[src/rtl/riscv_pkg.sv]
// Shared opcode constants, state encoding and opcode class helper for the
// accumulator CPU sequencer, datapath and bench.
package riscv_pkg;

  localparam logic [2:0] HALT = 3'd0;
  localparam logic [2:0] SKZ  = 3'd1;
  localparam logic [2:0] ADD  = 3'd2;
  localparam logic [2:0] AND  = 3'd3;
  localparam logic [2:0] XOR  = 3'd4;
  localparam logic [2:0] LDA  = 3'd5;
  localparam logic [2:0] STO  = 3'd6;
  localparam logic [2:0] JMP  = 3'd7;

  typedef enum logic [3:0] {
    INST_ADDR  = 4'd0,
    INST_FETCH = 4'd1,
    INST_LOAD  = 4'd2,
    IDLE       = 4'd3,
    OP_ADDR    = 4'd4,
    OP_FETCH   = 4'd5,
    ALU_OP     = 4'd6,
    STORE      = 4'd7,
    HALTED     = 4'd8
  } state_t;

  // Opcodes whose result comes back through the ALU into the accumulator.
  function automatic logic is_aluop(input logic [2:0] op);
    return (op == ADD) || (op == AND) || (op == XOR) || (op == LDA);
  endfunction

endpackage

[src/rtl/riscv_controller.sv]
// Eight-phase fetch/execute sequencer: decodes datapath strobes from the
// registered phase, holds a sticky HALTED state and counts retired instructions.
module riscv_controller
  import riscv_pkg::*;
#(
  parameter int CNT_W = 16
) (
  input  logic             clk,
  input  logic             rst,
  input  logic [2:0]       opcode,
  input  logic             zero,
  output logic             sel,
  output logic             rd,
  output logic             ld_ir,
  output logic             inc_pc,
  output logic             ld_pc,
  output logic             ld_ac,
  output logic             data_e,
  output logic             wr,
  output logic             halt,
  output logic [3:0]       phase,
  output logic [CNT_W-1:0] retired
);

  state_t           r_state;
  state_t           w_state_next;
  logic [CNT_W-1:0] r_retired;
  logic             w_aluop;
  logic             w_halt;
  logic             w_retire;

  assign w_aluop = is_aluop(opcode);

  always_ff @(posedge clk) begin
    if (rst) begin
      r_state <= INST_ADDR;
    end else begin
      r_state <= w_state_next;
    end
  end

  // An instruction retires either by completing STORE or by halting.
  assign w_retire = (r_state == STORE) || ((r_state == OP_ADDR) && (opcode == HALT));

  always_ff @(posedge clk) begin
    if (rst) begin
      r_retired <= '0;
    end else if (w_retire && (r_retired != {CNT_W{1'b1}})) begin
      r_retired <= r_retired + 1'b1;
    end
  end

  always_comb begin
    w_state_next = r_state;
    sel          = 1'b0;
    rd           = 1'b0;
    ld_ir        = 1'b0;
    inc_pc       = 1'b0;
    ld_pc        = 1'b0;
    ld_ac        = 1'b0;
    data_e       = 1'b0;
    wr           = 1'b0;
    w_halt       = 1'b0;
    case (r_state)
      INST_ADDR: begin
        sel          = 1'b1;
        w_state_next = INST_FETCH;
      end
      INST_FETCH: begin
        sel          = 1'b1;
        rd           = 1'b1;
        w_state_next = INST_LOAD;
      end
      INST_LOAD, IDLE: begin
        sel          = 1'b1;
        rd           = 1'b1;
        ld_ir        = 1'b1;
        w_state_next = (r_state == INST_LOAD) ? IDLE : OP_ADDR;
      end
      OP_ADDR: begin
        inc_pc = 1'b1;
        if (opcode == HALT) begin
          w_halt       = 1'b1;
          w_state_next = HALTED;
        end else begin
          w_state_next = OP_FETCH;
        end
      end
      OP_FETCH: begin
        rd           = w_aluop;
        w_state_next = ALU_OP;
      end
      ALU_OP: begin
        rd           = w_aluop;
        inc_pc       = (opcode == SKZ) && zero;
        ld_pc        = (opcode == JMP);
        data_e       = (opcode == STO);
        w_state_next = STORE;
      end
      STORE: begin
        rd           = w_aluop;
        ld_ac        = w_aluop;
        ld_pc        = (opcode == JMP);
        data_e       = (opcode == STO);
        wr           = (opcode == STO);
        w_state_next = INST_ADDR;
      end
      HALTED: begin
        w_halt       = 1'b1;
        w_state_next = HALTED;
      end
      default: begin
        w_state_next = INST_ADDR;
      end
    endcase
  end

  // Reset masks halt immediately, before the state register catches up.
  assign halt    = w_halt & ~rst;
  assign phase   = r_state;
  assign retired = r_retired;

endmodule

[config.mk]
export PLATFORM = sky130hd
export DESIGN_NAME = riscv_controller
export DESIGN_NICKNAME = d
export VERILOG_FILES = /design/src/rtl/riscv_pkg.sv /design/src/rtl/riscv_controller.sv
export SDC_FILE = /design/constraint.sdc
export NUM_CORES = 1
export LEC_CHECK = 0
export ABC_AREA = 1
export BUFFER_PORTS_ARGS = -buffer_cell sky130_fd_sc_hd__buf_2
export CORE_MARGIN = 1.5
export CORE_UTILIZATION = 33
export CTS_CLUSTER_SIZE = 20
export DETAILED_ROUTE_END_ITERATION = 8
export HOLD_SLACK_MARGIN = 0.1
export PLACE_DENSITY = 0.51
export SYNTH_ARGS = -nofsm -noshare
export SYNTH_HDL_FRONTEND = slang
export SYNTH_SLANG_ARGS = --single-unit
[constraint.sdc]
create_clock -name clk -period 2.29 [get_ports clk]
set_input_delay 0.5725 -clock clk [delete_from_list [all_inputs] [get_ports clk]]
set_output_delay 0.5725 -clock clk [all_outputs]
set_load 0.02 [all_outputs]
==> reports/qor.yml, run 1 <==
p_clk_share_pct: 44.4
layout.nets: 251
start_util_pct: 35.1
overflow: 0
ant_nets: 0
crit_path_end_kind: "output port"
core_sq_um: 3740
period_minus_slack_ps: 2050
syn_inst: 207
cts_buffers: 3
drv_slew: 0
ff2ff_setup_slack_ps: 650
firstDrtPassIters: 4
setup_viol: 0
required_ps: 1720
clk_latency_ps: 270
maxCapViolCount: 0
path_buf_inv: 3
crit_start: "phase[2]$_SDFF_PP0_"
max_freq_ghz: 0.487
fin_hold_ws_ps: 528
slowest_delay_ps: 440
antenna_found_initial: 0
seq_area_frac_synth_pct: 30.5
slew_headroom_pct: 72.5
crit_type: "flip-flop to output port"
reg2reg_depth: 9
start_kind: "flip-flop"
drt_iter0_drc: 49
htree_num_levels: 1
synth.top_cells.by_area: "dfxtp_1 (30%), nand2_1 (17%), nor2_1 (8.0%), nand3_1 (6.9%), inv_1 (5.4%)"
grt_usage_pct: 15.4
viasPerCell: 4.74
status: "completed"
grt_pass1_wl_mm: 5.25
rows: 22
power.leakage_nw: 0.689
die_width_um: 66.1
gp_congestion: 0.764
cts_root_buf: "clkbuf_8"
worst_pin_slew_ps: 411
drive_gt1_share_pct: 25.5
ios: 35
min_path_type: "flip-flop to flip-flop"
die_h_um: 66.1
portBuffers: 34
final_cell_mix: "nand2_1 (61), buf_2 (34), nor2_1 (28)"
synth_area_sq_um: 1310
clkSlewWorstSetupHoldPaths_ps: 80
vdd_drop_max_mv: 0.231
wirelength_mm: 3.24
clock_sinks: 20
power_frac_seq_pct: 44.5
hold_viol_final: 0
post_cts_resized: 0
dp_hpwl_mm: 2.46
final_common_cell: "nand2_1"
final.setup.tns_ps: 0
synth_top_area_cell: "dfxtp_1"
ys_types: 29
switching_share_pct: 24.8
synth-seq-cells: 20
internal_power_mw: 0.617
drcViolationCount: 0
r2r-end: "retired[5]$_SDFFE_PP0P_"
fin_worst_skew_ps: 7.66
rsz0062_at_grt: "false"
path_delay_family: "flip-flops"
syn_nets: 214
n_antenna_cell: 0
fp.dieArea_sq_um: 4370
cts_tree: "done"
cp_max_fo: 6
reg2reg_from: "retired[0]$_SDFFE_PP0P_"
cellPowerDensity_nw_per_um2: 512
crit_path_top_delay_cell: "dfxtp_1"
power.switching_mw: 0.203
worst-path-stages: 7
critical_path.most_common_cell: "inv_2"
path_cells: "inv_2 > nor2_2 > nand2_1 > inv_2 > nand2_2 > a21oi_1 > buf_2"
clock_path_buffers: 2
combinationalPowerShare_pct: 11.1
postCtsHoldBufs: 0
synth_top_area_share_pct: 30.5
arrival_ps: 1480
post_drt_wl_per_cell_um: 11.1
worstSetupEndpoint: "halt"
vias: 1380
yosys_warnings: 0
grt_pass1_vias: 1170
cts_setup_buffers: 0
syn_area_per_cell_sq_um: 6.35
grt_max_degree: 18
fin_crit_sh_pct: 89.6
area_growth_pct: 21.8
==> flip-flops by register name (all words and copies together) (netlist names) <==
register	flops
phase	4
retired	16
==> worst min-delay path by stage <==
| stage | end | from | depth (start not counted) |
|---|---|---|---|
| 2_1_floorplan | retired[8]$_SDFFE_PP0P_ | retired[8]$_SDFFE_PP0P_ | 2 |
| 3_3_place_gp | retired[14]$_SDFFE_PP0P_ | retired[14]$_SDFFE_PP0P_ | 2 |
| 3_5_place_dp | retired[14]$_SDFFE_PP0P_ | retired[14]$_SDFFE_PP0P_ | 2 |
| 4_1_cts | retired[14]$_SDFFE_PP0P_ | retired[14]$_SDFFE_PP0P_ | 2 |
| 5_1_grt | retired[14]$_SDFFE_PP0P_ | retired[14]$_SDFFE_PP0P_ | 2 |
| 6_report | retired[4]$_SDFFE_PP0P_ | retired[4]$_SDFFE_PP0P_ | 2 |
==> layout make-up <==
| cell class | count | area [sq um] |
|---|---|---|
| clock buffer | 3 | 41.3 |
| fill | 437 | 2140 |
| inverter | 24 | 91.3 |
| clock inverter | 1 | 30.0 |
| timing repair buffer | 35 | 178 |
| multi-input combinational | 160 | 800 |
| tap | 48 | 60.1 |
| sequential | 20 | 400 |
==> power groups by stage <==
stage	logic, mW	registers [mW]	clock network, mW
2_1_floorplan	0.0534	0.380	0
3_3_place_gp	0.0918	0.373	0
3_5_place_dp	0.0915	0.373	0
4_1_cts	0.0918	0.365	0.372
5_1_grt	0.0996	0.366	0.388
6_report	0.0910	0.365	0.364
==> kinds of logic after synthesis <==
family / Yosys count / share of synthesized area [%]
buf+inv: 27 / 8.67
compound gates: 22 / 10.7
flops: 20 / 30.5
fa+ha+maj: 1 / 0.952
xor+xnor: 4 / 2.67
simple gates: 133 / 46.6
==> synth_stat cells, drive strengths merged <==
cell,n
nand2,69
nor2,32
inv,22
dfxtp,20
nand3,19
a21oi,15
nand4,5
nor3,5
o21ai,4
buf,2
clkinv,2
nand3b,2
xnor2,2
xor2,2
a211oi,1
a31oi,1
a41oi,1
clkbuf,1
ha,1
nor4,1
==> routing by layer <==
metal	part of all wire (%)	up-vias	global-route usage, %
li1	-	741	-
met1	51	605	21.0
met2	44	30	25.0
met3	4.7	4	2.39
met4	0.93	0	4.59
met5	0	-	0
==> worst register-to-register path, cell delays in order, from the launching register on <==
cell and delay, ps:
dfxtp_1 430, ha_1 240, nand3_2 130, inv_2 130, nand2_2 80, clkinv_2 60, nand2_4 80, nand2_4 190
nand2_1 90, a21oi_2 130
==> per-stage QoR <==
step	setup WS (ps)	area (sq um)	total power, mW	cells	util, %
after detailed placement	285	1530	0.464	287	40.8
after floorplan	321	1310	0.434	207	-
final	238	1600	0.820	291	42.7
after CTS	228	1600	0.828	291	42.7
after global placement	284	1530	0.465	287	40.8
after global routing	111	1600	0.854	291	42.7
Note: power is estimated with default switching activity, not from simulation.
==> run 2: changes to the inputs <==
CTS_BUF_LIST = sky130_fd_sc_hd__clkbuf_4 sky130_fd_sc_hd__clkbuf_8 sky130_fd_sc_hd__clkbuf_16   (was unset)
PLACE_DENSITY = unset   (was 0.51)
PLACE_DENSITY_LB_ADDON = 0.25   (was unset)
==> run 2 against run 1 <==
Effect of this change:
- via count down 1.0%
- total power down 11%
- final cell count down 0.34%
- global-route usage up 0.63 points
- register-to-register slack about the same
==> reports/qor.yml, run 2 (same netlist as run 1, synthesis figures left out) <==
crit_path_end_kind: "output port"
grt_max_degree: 19
drt_iter0_drc: 49
hold_viol_final: 0
cts_setup_buffers: 0
met3WireLength_um: 179
clock_sinks: 20
worstSetupEndpoint: "halt"
grt_usage_pct: 16.0
required_ps: 1720
reg2reg_from: "retired[0]$_SDFFE_PP0P_"
final_design_area_no_fill_sq_um: 1580
dp_hpwl_mm: 2.40
maxCapViolCount: 0
path_cells: "inv_2 > nor2_2 > nand2_1 > inv_2 > nand2_2 > a21oi_1 > buf_2"
gp_congestion: 0.796
dp_slack_ps: 284
vias: 1366
wirelength_mm: 3.22
firstDrtPassIters: 4
overflow: 0
drv_slew: 0
ant_nets: 0
grt_pass1_wl_mm: 5.45
final_common_cell: "nand2_1"
clk_latency_ps: 260
slowest_delay_ps: 440
final.setup.tns_ps: 0
start_util_pct: 35.1
cellPowerDensity_nw_per_um2: 463
drcViolationCount: 0
slew_headroom_pct: 71.2
fp.dieArea_sq_um: 4370
status: "completed"
antenna_found_initial: 0
setup_viol: 0
die_h_um: 66.1
postCtsHoldBufs: 0
worst_pin_slew_ps: 432
reg2reg_depth: 9
viasPerCell: 4.71
fin_worst_skew_ps: 2.21
topRoutingLayerUsed: "met4"
post_drt_wl_per_cell_um: 11.1
cp_max_fo: 6
fin_hold_ws_ps: 526
fin_crit_sh_pct: 91.2
r2r-end: "retired[5]$_SDFFE_PP0P_"
arrival_ps: 1510
htree_num_levels: 1
final_cell_mix: "nand2_1 (61), buf_2 (34), nor2_1 (28)"
clock_path_buffers: 2
clkSlewWorstSetupHoldPaths_ps: 70
min_path_type: "flip-flop to flip-flop"
rsz0062_at_grt: "false"
core_sq_um: 3740
period_minus_slack_ps: 2090
max_freq_ghz: 0.479
critical_path.most_common_cell: "inv_2"
portBuffers: 34
dpl_cell_area_sq_um: 1520
fin_ws_ps: 203
largest_reg_flops: 16
cts_root_buf: "clkbuf_8"
grt_pass1_vias: 1211
rows: 22
vdd_drop_max_mv: 0.206
m1WireLength_mm: 1.60
met2_length_mm: 1.36
area_growth_pct: 20.0
die_width_um: 66.1
power.total_mw: 0.730
start_kind: "flip-flop"
crit_type: "flip-flop to output port"
drive_gt1_share_pct: 25.2
power.leakage_nw: 0.677
crit_start: "phase[2]$_SDFF_PP0_"
n_antenna_cell: 0
ff2ff_setup_slack_ps: 640
cts_tree: "done"
layout.nets: 250
ios: 35
crit_path_top_delay_cell: "dfxtp_1"
cts_buffers: 3
post_cts_resized: 0
==> run 2: changes by cell type in the layout (fill, tap and decap cells not counted), sizes merged <==
cell and delta:
bufinv -1, buf -1, clkbuf +1
==> run 2: layout make-up <==
cell class                      instances  area (sq um)
Inverter                               24          91.3
Tap cell                               48          60.1
Clock buffer                            4          55.1
Timing Repair Buffer                   34           170
Fill cell                             431          2170
Multi-Input combinational cell        160           800
Sequential cell                        20           400
==> run 2: critical path: cells and delay by family, from the launching register on <==
family,cells,cell delay (ps)
compound gates,1,130
buf+inv,3,330
flops,1,440
simple gates,3,340
==> run 2: how the worst min path moves through the flow <==
stage / start / end / cells past startpoint
4_1_cts: retired[4]$_SDFFE_PP0P_ / retired[4]$_SDFFE_PP0P_ / 2
6_report: retired[4]$_SDFFE_PP0P_ / retired[4]$_SDFFE_PP0P_ / 2
3_3_place_gp: retired[4]$_SDFFE_PP0P_ / retired[4]$_SDFFE_PP0P_ / 2
2_1_floorplan: retired[8]$_SDFFE_PP0P_ / retired[8]$_SDFFE_PP0P_ / 2
3_5_place_dp: retired[4]$_SDFFE_PP0P_ / retired[4]$_SDFFE_PP0P_ / 2
5_1_grt: retired[14]$_SDFFE_PP0P_ / retired[14]$_SDFFE_PP0P_ / 2
==> run 2: power by group <==
| group | internal [mW] | switching (mW) |
|---|---|---|
| Clock | 0.153 | 0.121 |
| Sequential | 0.355 | 0.00979 |
| Combinational | 0.0273 | 0.0644 |
==> run 2: metal layers <==
metal	vias up	track usage, %
met5	-	0
met4	0	8.93
met3	9	2.73
met2	35	24.1
met1	589	21.5
li1	733	-
==> run 2: through the flow <==
| step | utilization (%) | std cells |
|---|---|---|
| floorplan | - | 207 |
| global placement | 40.6 | 286 |
| detailed placement | 40.6 | 286 |
| CTS | 42.1 | 290 |
| global route | 42.1 | 290 |
| finish | 42.1 | 290 |
==> run 3: changes to the inputs <==
ABC_AREA = unset   (was 1)
CTS_CLUSTER_SIZE = unset   (was 20)
==> run 3 against run 2 <==
Effect of this change:
- sequential share of layout area increased by 3.9 points
- clock skew grew 2.1 ps
- synthesized area is 14% lower
- flip-flop and latch count unchanged
- critical endpoint unchanged
- highest routed layer unchanged
==> reports/qor.yml, run 3 <==
cts_tree: "done"
synth-seq-cells: 20
internal_power_mw: 0.476
vdd_drop_max_mv: 0.192
overflow: 0
final_cell_mix: "buf_2 (34), nor2_1 (20), dfxtp_1 (18)"
fin_hold_ws_ps: 529
met2_usage_pct: 26.4
async_reset_ff_share_pct: 0
rsz0062_at_grt: "false"
hold_start: "phase[3]$_SDFF_PP0_"
yosys-top-cells-count: "dfxtp_1 (20), nor2_1 (20), xnor2_1 (14)"
gr-usage-met1_pct: 15.8
drcViolationCount: 0
switching_share_pct: 25.7
gp_congestion: 0.800
hold_viol_final: 0
ys_types: 37
wirelength_mm: 2.48
drt_iter0_drc: 34
fin_worst_skew_ps: 4.35
postCtsHoldBufs: 0
fillers: 367
die_width_um: 61.4
grt_busiest_layer: "met2"
clock_sinks: 20
syn_inst: 128
core_sq_um: 3310
reg2reg_from: "phase[3]$_SDFF_PP0_"
ant_nets: 0
power.switching_mw: 0.165
seq_area_frac_synth_pct: 35.5
ff2ff_setup_slack_ps: 480
grt_max_degree: 22
cellPowerDensity_nw_per_um2: 465
start_kind: "input port"
synth_top_area_cell: "dfxtp_1"
slew_headroom_pct: 64.8
worst_pin_slew_ps: 527
grt_use_met3_pct: 1.89
grt_pass1_wl_mm: 3.99
cp_max_fo: 4
vias: 1064
maxCapViolCount: 0
drv_slew: 0
min_path_type: "flip-flop to flip-flop"
final.setup.tns_ps: 0
p_clk_share_pct: 32.1
post_drt_wl_per_cell_um: 11.9
layout.nets: 170
fp.dieArea_sq_um: 3780
synth_ff_type: "dfxtp_1"
antenna_found_initial: 0
drive_gt1_share_pct: 32.1
fin_crit_sh_pct: 93.4
htree_num_levels: 1
yosys_warnings: 0
crit_path_end_kind: "output port"
ios: 35
synth.top_cells.by_area: "dfxtp_1 (36%), xnor2_1 (11%), nor2_1 (6.7%), nor3_1 (4.0%), nor4_4 (3.8%)"
rows: 21
largest_reg_flops: 16
area_growth_pct: 22.1
max_freq_ghz: 0.467
setup_viol: 0
grt_usage_pct: 13.9
crit_type: "input port to output port"
arrival_ps: 1570
dp_hpwl_mm: 1.85
crit_start: "opcode[1]"
syn_nets: 135
required_ps: 1720
clk_latency_ps: 300
synth_top_area_share_pct: 35.5
worstSetupEndpoint: "halt"
r2r-end: "retired[13]$_SDFFE_PP0P_"
final_common_cell: "buf_2"
die_h_um: 61.4
start_util_pct: 34.1
syn_area_per_cell_sq_um: 8.81
period_minus_slack_ps: 2140
power.leakage_nw: 0.532
synth_edf_count: 0
firstDrtPassIters: 4
cts_root_buf: "clkbuf_4"
portBuffers: 34
cts_buffers: 3
synth_area_sq_um: 1130
viasPerCell: 5.12
combinationalPowerShare_pct: 10.7
reg2reg_depth: 5
status: "completed"
power_frac_seq_pct: 57.2
clkSlewWorstSetupHoldPaths_ps: 110
grt_pass1_vias: 966
clock_path_buffers: 2
n_antenna_cell: 0
[run 3: routing by layer]
metal / vias to the layer above / routed length, um
li1: 526 / -
met1: 501 / 1150
met2: 33 / 1190
met3: 4 / 105
met4: 0 / 31
met5: - / 0
[run 3: cells by family (layout without fill, tap and decap cells)]
| logic type | count (synthesis) | after routing | share of synthesized area (%) |
|---|---|---|---|
| flops | 20 | 20 | 35.5 |
| xor+xnor | 15 | 15 | 11.7 |
| compound gates | 13 | 13 | 9.99 |
| buf+inv | 8 | 42 | 4.11 |
| fa+ha+maj | 1 | 1 | 1.11 |
| simple gates | 71 | 71 | 37.6 |
[run 3: metrics by stage]
step	area (sq um)	utilization, %	std cells	setup slack (ps)	power (mW)
detailed placement	1330	40.2	203	67.5	0.442
floorplan	1130	-	128	222	0.421
finish	1380	41.6	208	150	0.640
global placement	1330	40.2	203	96.4	0.441
CTS	1370	41.3	207	67.3	0.654
global route	1380	41.6	208	49.3	0.677
[run 3: area by class of cell]
type | count | area (sq um) | share of cell area, %
inverters | 2 | 7.51 | 0.545
well taps | 46 | 57.6 | 4.18
flip-flops and latches | 20 | 403 | 29.3
clock buffers | 4 | 36.3 | 2.64
multi-input cells | 100 | 687 | 49.9
repair buffers | 36 | 185 | 13.5
[run 3: power by group through the flow]
stage / logic (mW) / registers (mW) / clock network (mW)
CTS: 0.0686 / 0.366 / 0.220
global placement: 0.0676 / 0.373 / 0
global route: 0.0760 / 0.367 / 0.234
detailed placement: 0.0685 / 0.374 / 0
finish: 0.0687 / 0.366 / 0.206
floorplan: 0.0507 / 0.370 / 0
[run 3: timing repair]
action,in CTS,in global routing
setup buffers,0,1
gates resized for setup,0,2
setup endpoints to repair,0,1
[run 3: critical path: stages]
cell       delay, ps
buf_2            140
nor3_4           230
nand2_1          110
a2111oi_2        290
buf_2            220
[run 3: how the worst min path moves through the flow]
| stage | endpoint | slack [ps] | cells after the start |
|---|---|---|---|
| CTS | retired[15]$_SDFFE_PP0P_ | 540 | 2 |
| global route | phase[1]$_SDFF_PP0_ | 570 | 1 |
| finish | phase[1]$_SDFF_PP0_ | 530 | 1 |
| detailed placement | retired[1]$_SDFFE_PP0P_ | 520 | 2 |
| floorplan | retired[15]$_SDFFE_PP0P_ | 590 | 2 |
| global placement | retired[15]$_SDFFE_PP0P_ | 510 | 2 |
